File: config.mk
export PLATFORM = sky130hd
export DESIGN_NAME = reg_file_flat
export DESIGN_NICKNAME = d
export VERILOG_FILES = /design/src/rtl/reg_file_if.sv /design/src/rtl/reg_file.sv /design/src/flat_wrapper.sv
export SDC_FILE = /design/constraint.sdc
export NUM_CORES = 2
export LEC_CHECK = 0
export CORE_MARGIN = 2
export CORE_UTILIZATION = 45
export DETAILED_ROUTE_END_ITERATION = 10
export SETUP_SLACK_MARGIN = 0.1
export SKIP_LAST_GASP = 1
export SLEW_MARGIN = 10
export SYNTH_ARGS = -nofsm -noshare
export SYNTH_HDL_FRONTEND = slang
export SYNTH_SLANG_ARGS = --single-unit
File: constraint.sdc
create_clock -name CLK -period 2.7 [get_ports CLK]
set_input_delay 0.405 -clock CLK [delete_from_list [all_inputs] [get_ports CLK]]
set_output_delay 0.405 -clock CLK [all_outputs]
set_load 0.01 [all_outputs]
File: src/rtl/reg_file_if.sv
// Register-file access bus: two read ports and one write port.
interface reg_file_if #(
  parameter int unsigned DATA_W = 32,
  parameter int unsigned ADDR_W = 5
);
  logic [ADDR_W-1:0] N1;
  logic [ADDR_W-1:0] N2;
  logic [ADDR_W-1:0] ND;
  logic [DATA_W-1:0] DI;
  logic              WE;
  logic [DATA_W-1:0] Q1;
  logic [DATA_W-1:0] Q2;

  modport master (output N1, output N2, output ND, output DI, output WE,
                  input  Q1, input  Q2);
  modport slave  (input  N1, input  N2, input  ND, input  DI, input  WE,
                  output Q1, output Q2);
endinterface

File: src/rtl/reg_file.sv
// Two-read/one-write register file with hardwired-zero register 0.
// Optional write-through forwarding when REG_FILE_BYPASS_EN is defined.
module reg_file #(
  parameter int unsigned DATA_W = 32,
  parameter int unsigned ADDR_W = 5
) (
  input  logic       CLK,
  input  logic       CLRN,
  reg_file_if.slave  bus
);
  localparam int unsigned NREGS = 2 ** ADDR_W;

  logic [DATA_W-1:0] regs_q  [1:NREGS-1];
  logic [DATA_W-1:0] regs_d  [1:NREGS-1];
  logic [DATA_W-1:0] rd_view [NREGS];
  logic [DATA_W-1:0] q1_c;
  logic [DATA_W-1:0] q2_c;
  logic              wr_en_c;

  // A write is only live out of reset and to a non-zero destination.
  always_comb begin
    wr_en_c = CLRN && bus.WE && (bus.ND != '0);
  end

  always_comb begin
    for (int i = 1; i < int'(NREGS); i++) begin
      regs_d[i] = regs_q[i];
      if (wr_en_c && (bus.ND == ADDR_W'(i))) begin
        regs_d[i] = bus.DI;
      end
    end
  end

  always_ff @(posedge CLK or negedge CLRN) begin
    if (!CLRN) begin
      for (int i = 1; i < int'(NREGS); i++) begin
        regs_q[i] <= '0;
      end
    end else begin
      for (int i = 1; i < int'(NREGS); i++) begin
        regs_q[i] <= regs_d[i];
      end
    end
  end

  // Read view with register 0 tied to zero.
  always_comb begin
    rd_view[0] = '0;
    for (int i = 1; i < int'(NREGS); i++) begin
      rd_view[i] = regs_q[i];
    end
  end

  always_comb begin
    q1_c = rd_view[bus.N1];
    q2_c = rd_view[bus.N2];
`ifdef REG_FILE_BYPASS_EN
    if (wr_en_c && (bus.N1 == bus.ND)) q1_c = bus.DI;
    if (wr_en_c && (bus.N2 == bus.ND)) q2_c = bus.DI;
`else
`endif
  end

  assign bus.Q1 = q1_c;
  assign bus.Q2 = q2_c;
endmodule

File: src/flat_wrapper.sv
// flat-port wrapper written by rule: the top's interface ports become plain ports
module reg_file_flat 
#(
  parameter int unsigned DATA_W = 32,
  parameter int unsigned ADDR_W = 5
)
  (CLK, CLRN, bus_N1, bus_N2, bus_ND, bus_DI, bus_WE, bus_Q1, bus_Q2);
  reg_file_if #(.DATA_W(DATA_W), .ADDR_W(ADDR_W)) bus_i ();
  input  logic CLK;
  input  logic CLRN;
  input wire logic [$bits(bus_i.N1)-1:0] bus_N1;
  input wire logic [$bits(bus_i.N2)-1:0] bus_N2;
  input wire logic [$bits(bus_i.ND)-1:0] bus_ND;
  input wire logic [$bits(bus_i.DI)-1:0] bus_DI;
  input wire logic [$bits(bus_i.WE)-1:0] bus_WE;
  output wire logic [$bits(bus_i.Q1)-1:0] bus_Q1;
  output wire logic [$bits(bus_i.Q2)-1:0] bus_Q2;
  assign bus_i.N1 = bus_N1;
  assign bus_i.N2 = bus_N2;
  assign bus_i.ND = bus_ND;
  assign bus_i.DI = bus_DI;
  assign bus_i.WE = bus_WE;
  assign bus_Q1 = bus_i.Q1;
  assign bus_Q2 = bus_i.Q2;
  reg_file #(.DATA_W(DATA_W), .ADDR_W(ADDR_W)) u_core (.CLK(CLK), .CLRN(CLRN), .bus(bus_i));
endmodule
==> flow_summary.toml <==
[logic_synthesis]
synth-seq-cells = 992
synth_edf_count = 0
netlist-cell-type-count = 27
synth_compound_area_share_pct = 6.32
synth_top_family_by_area = "multiplexers"
ys_warn_count = 0
synth_xor_area_share_pct = 0
synth_top_area_cell = "dfrtp_1"
synth_cells = 3636
synthAdderAreaFrac_pct = 0
synthTopCellsByCount = "mux2_2, dfrtp_1, mux4_2"
netlist_area_mm2 = 0.0532
ys_async_sr_fraction_pct = 100
synth_area_per_cell_um2 = 14.6
yosysTopAreaCellShare_pct = 46.6
synthTopCellsByArea = "dfrtp_1, mux2_2, mux4_2"
seq_area_frac_synth_pct = 46.6
synthSimpleGateAreaFrac_pct = 1.81
yosysMostFrequentCell = "mux2_2"
synthMuxAreaShare_pct = 41.6
syn_nets = 3686
synthFlopType = "dfrtp_1"

[grt]
grt_usage_pct = 28.8
grt_pass1_vias = 36800
met3_usage_pct = 4.81
grtUsageMet1_pct = 41.9
gr-total-overflow = 0
grt_pass1_wl_mm = 258
use_met2_pct = 44.6
antenna_found_initial = 4
gr-max-usage-layer = "met2"
grt_max_degree = 167

[clocking]
cts_buffers = 110
cts_buffer_depth = 3
clkLatencyLatePin_ns = 0.68
cts.sinks = 992
clk_pin_slew_ns = 0.06
htreeDepth = 3
cts_root_buf = "clkbuf_16"
cts_tree = "built"

[detailed_routing]
vias = 35600
drtIter0Drc = 3305
drt_wl_total_mm = 173
firstDrtPassIters = 7
postRouteAntennaNets = 0
wl_per_cell_um = 31.4
via_per_inst = 6.46
drc = 0

[setup_path]
crit_required_ns = 2.30
crit_slowest_cell = "mux4_2"
timing.rr.end = "u_core.rd_view[154]"
startpoint_type = "register"
crit_chain = "mux4_2 -> a22o_1 -> o21ai_4 -> o31ai_4 -> buf_2"
crit_fanout = 3
r2r_setup_slack_ns = 1.69
critPathMaxStageDelay_ns = 0.47
worstPathArrival_ns = 2.39
r2r_start = "u_core.rd_view[154]"
r2r.worst_path.cells = 3
crit_type = "reg2out"
end_kind = "primary output"

[power]
p_sw_uw = 11100
comb_power_share_pct = 18.8
peakVddDrop_v = 0.000622
switching_share_pct = 26.6
p_clk_share_pct = 37.1
internal-power_uw = 30600
p_leak_uw = 0.0287
power_frac_seq_pct = 44.1
power_per_cell_area_mw_per_mm2 = 651
power_uw = 41600

[finish]
largest_reg_flops = 992
multi_input_area_mm2 = 0.0274
nFillCells = 9672
syn_to_final_growth_pct = 20.3
drive_gt1_share_pct = 56.6
register_area_mm2 = 0.0248
nets = 3944

[placed_design]
io_buffers = 113
pre_cts_slack_ns = -0.580
gp_congestion = 0.841
dp_hpwl_mm = 112

[floorplanning]
die_x_um = 348
core_area_mm2 = 0.118
die_area_mm2 = 0.121
rows = 126
die_h_um = 348
start_util_pct = 45.3
io_pins = 114

[sta]
relSlewSlack_pct = 31.0
fin_hold_ws_ns = 0.436
fmax_mhz = 357
finalWorstPathRequiredPeriod_ns = 2.80
tightest_slew_ns = 1.03
hold_viol = 0
final_max_slew_viol_count = 0
setup_slack_ns = -0.0979
tns_ns = -0.892
timing.final.crit_share_pct = 104
rsz0062_at_grt = "yes"
finClkSkew_ns = 0
setup_viol_count_final = 23

[min_path]
hold_class = "in2async"

[run_status]
status = "finished with violations"
violations = "negative setup slack"

[job]
cap_violations = 0
[kinds of logic (layout without fill, tap and decap cells)]
logic type             count (synthesis)  in the layout
multiplexers                        1600           1600
flip-flops                           992            992
AO/OA/AOI/OAI                        448            448
buffers and inverters                405            749
AND/OR/NAND/NOR                      191            191
other                                  0              2
[metal layers]
layer | wire [um] | vias up
met5 | 0 | -
met4 | 5500 | 0
met3 | 11800 | 315
met2 | 79500 | 1311
met1 | 76600 | 19400
li1 | - | 14600
[worst max-delay path, delay by kind of cell (launching register included)]
family | cells | cell delay (ns)
AOI/OAI and AO/OA | 3 | 0.62
buffers and inverters | 1 | 0.17
muxes | 1 | 0.47
DFF | 1 | 0.42
[cell type report]
cell class	instances	share of cell area, %
diodes	2	0.00782
clock buffers	161	4.98
clock inverters	37	0.786
inverters	2	0.0156
multi-input cells	2239	42.8
flip-flops and latches	992	38.8
well taps	1536	3.00
repair buffers	549	9.63
[cell usage in the layout, fill, tap and decap left out, drive strengths merged, types with 21 or more instances in the layout]
cell type,instances
nand2,76
o21ai,64
clkinv,23
dfrtp,992
a22o,192
a211oi,64
and3,33
clkdlybuf4s50,38
buf,509
o31ai,64
o22ai,64
mux2i,160
clkbuf,161
and2,34
nor2,21
mux2,1056
mux4,384
[power by group through the flow]
stage / logic (uW) / registers, uW / clock network (uW)
after global routing: 8340 / 18600 / 16300
after floorplan: 5140 / 18000 / 0
final: 7820 / 18400 / 15500
after CTS: 7810 / 18300 / 15700
after detailed placement: 7630 / 18600 / 0
after global placement: 7510 / 18500 / 0
[how the worst max path moves through the flow]
stage / from / cells past startpoint / to
2_1_floorplan: bus_N2[2] / 7 / bus_Q2[10]
3_3_place_gp: bus_N1[0] / 10 / bus_Q1[4]
3_5_place_dp: bus_N1[0] / 10 / bus_Q1[4]
4_1_cts: u_core.rd_view[160] / 6 / bus_Q2[0]
5_1_grt: u_core.rd_view[160] / 6 / bus_Q2[0]
6_report: u_core.rd_view[449] / 5 / bus_Q1[1]
[timing repair]
item	in CTS	in global routing
hold endpoints to repair	283	0
setup buffers	10	7
cloned	1	0
setup endpoints to repair	64	64
gates resized for setup	407	11
hold buffers	1	0
pin swaps	147	46
[through the flow]
step | instance area [um^2] | util, % | instances
2_1_floorplan | 53200 | - | 3636
3_3_place_gp | 59700 | 50.8 | 5304
3_5_place_dp | 59700 | 50.8 | 5304
4_1_cts | 63900 | 54.4 | 5509
5_1_grt | 64000 | 54.4 | 5518
6_report | 64000 | 54.4 | 5518
Power figures use the tool's default switching activity.
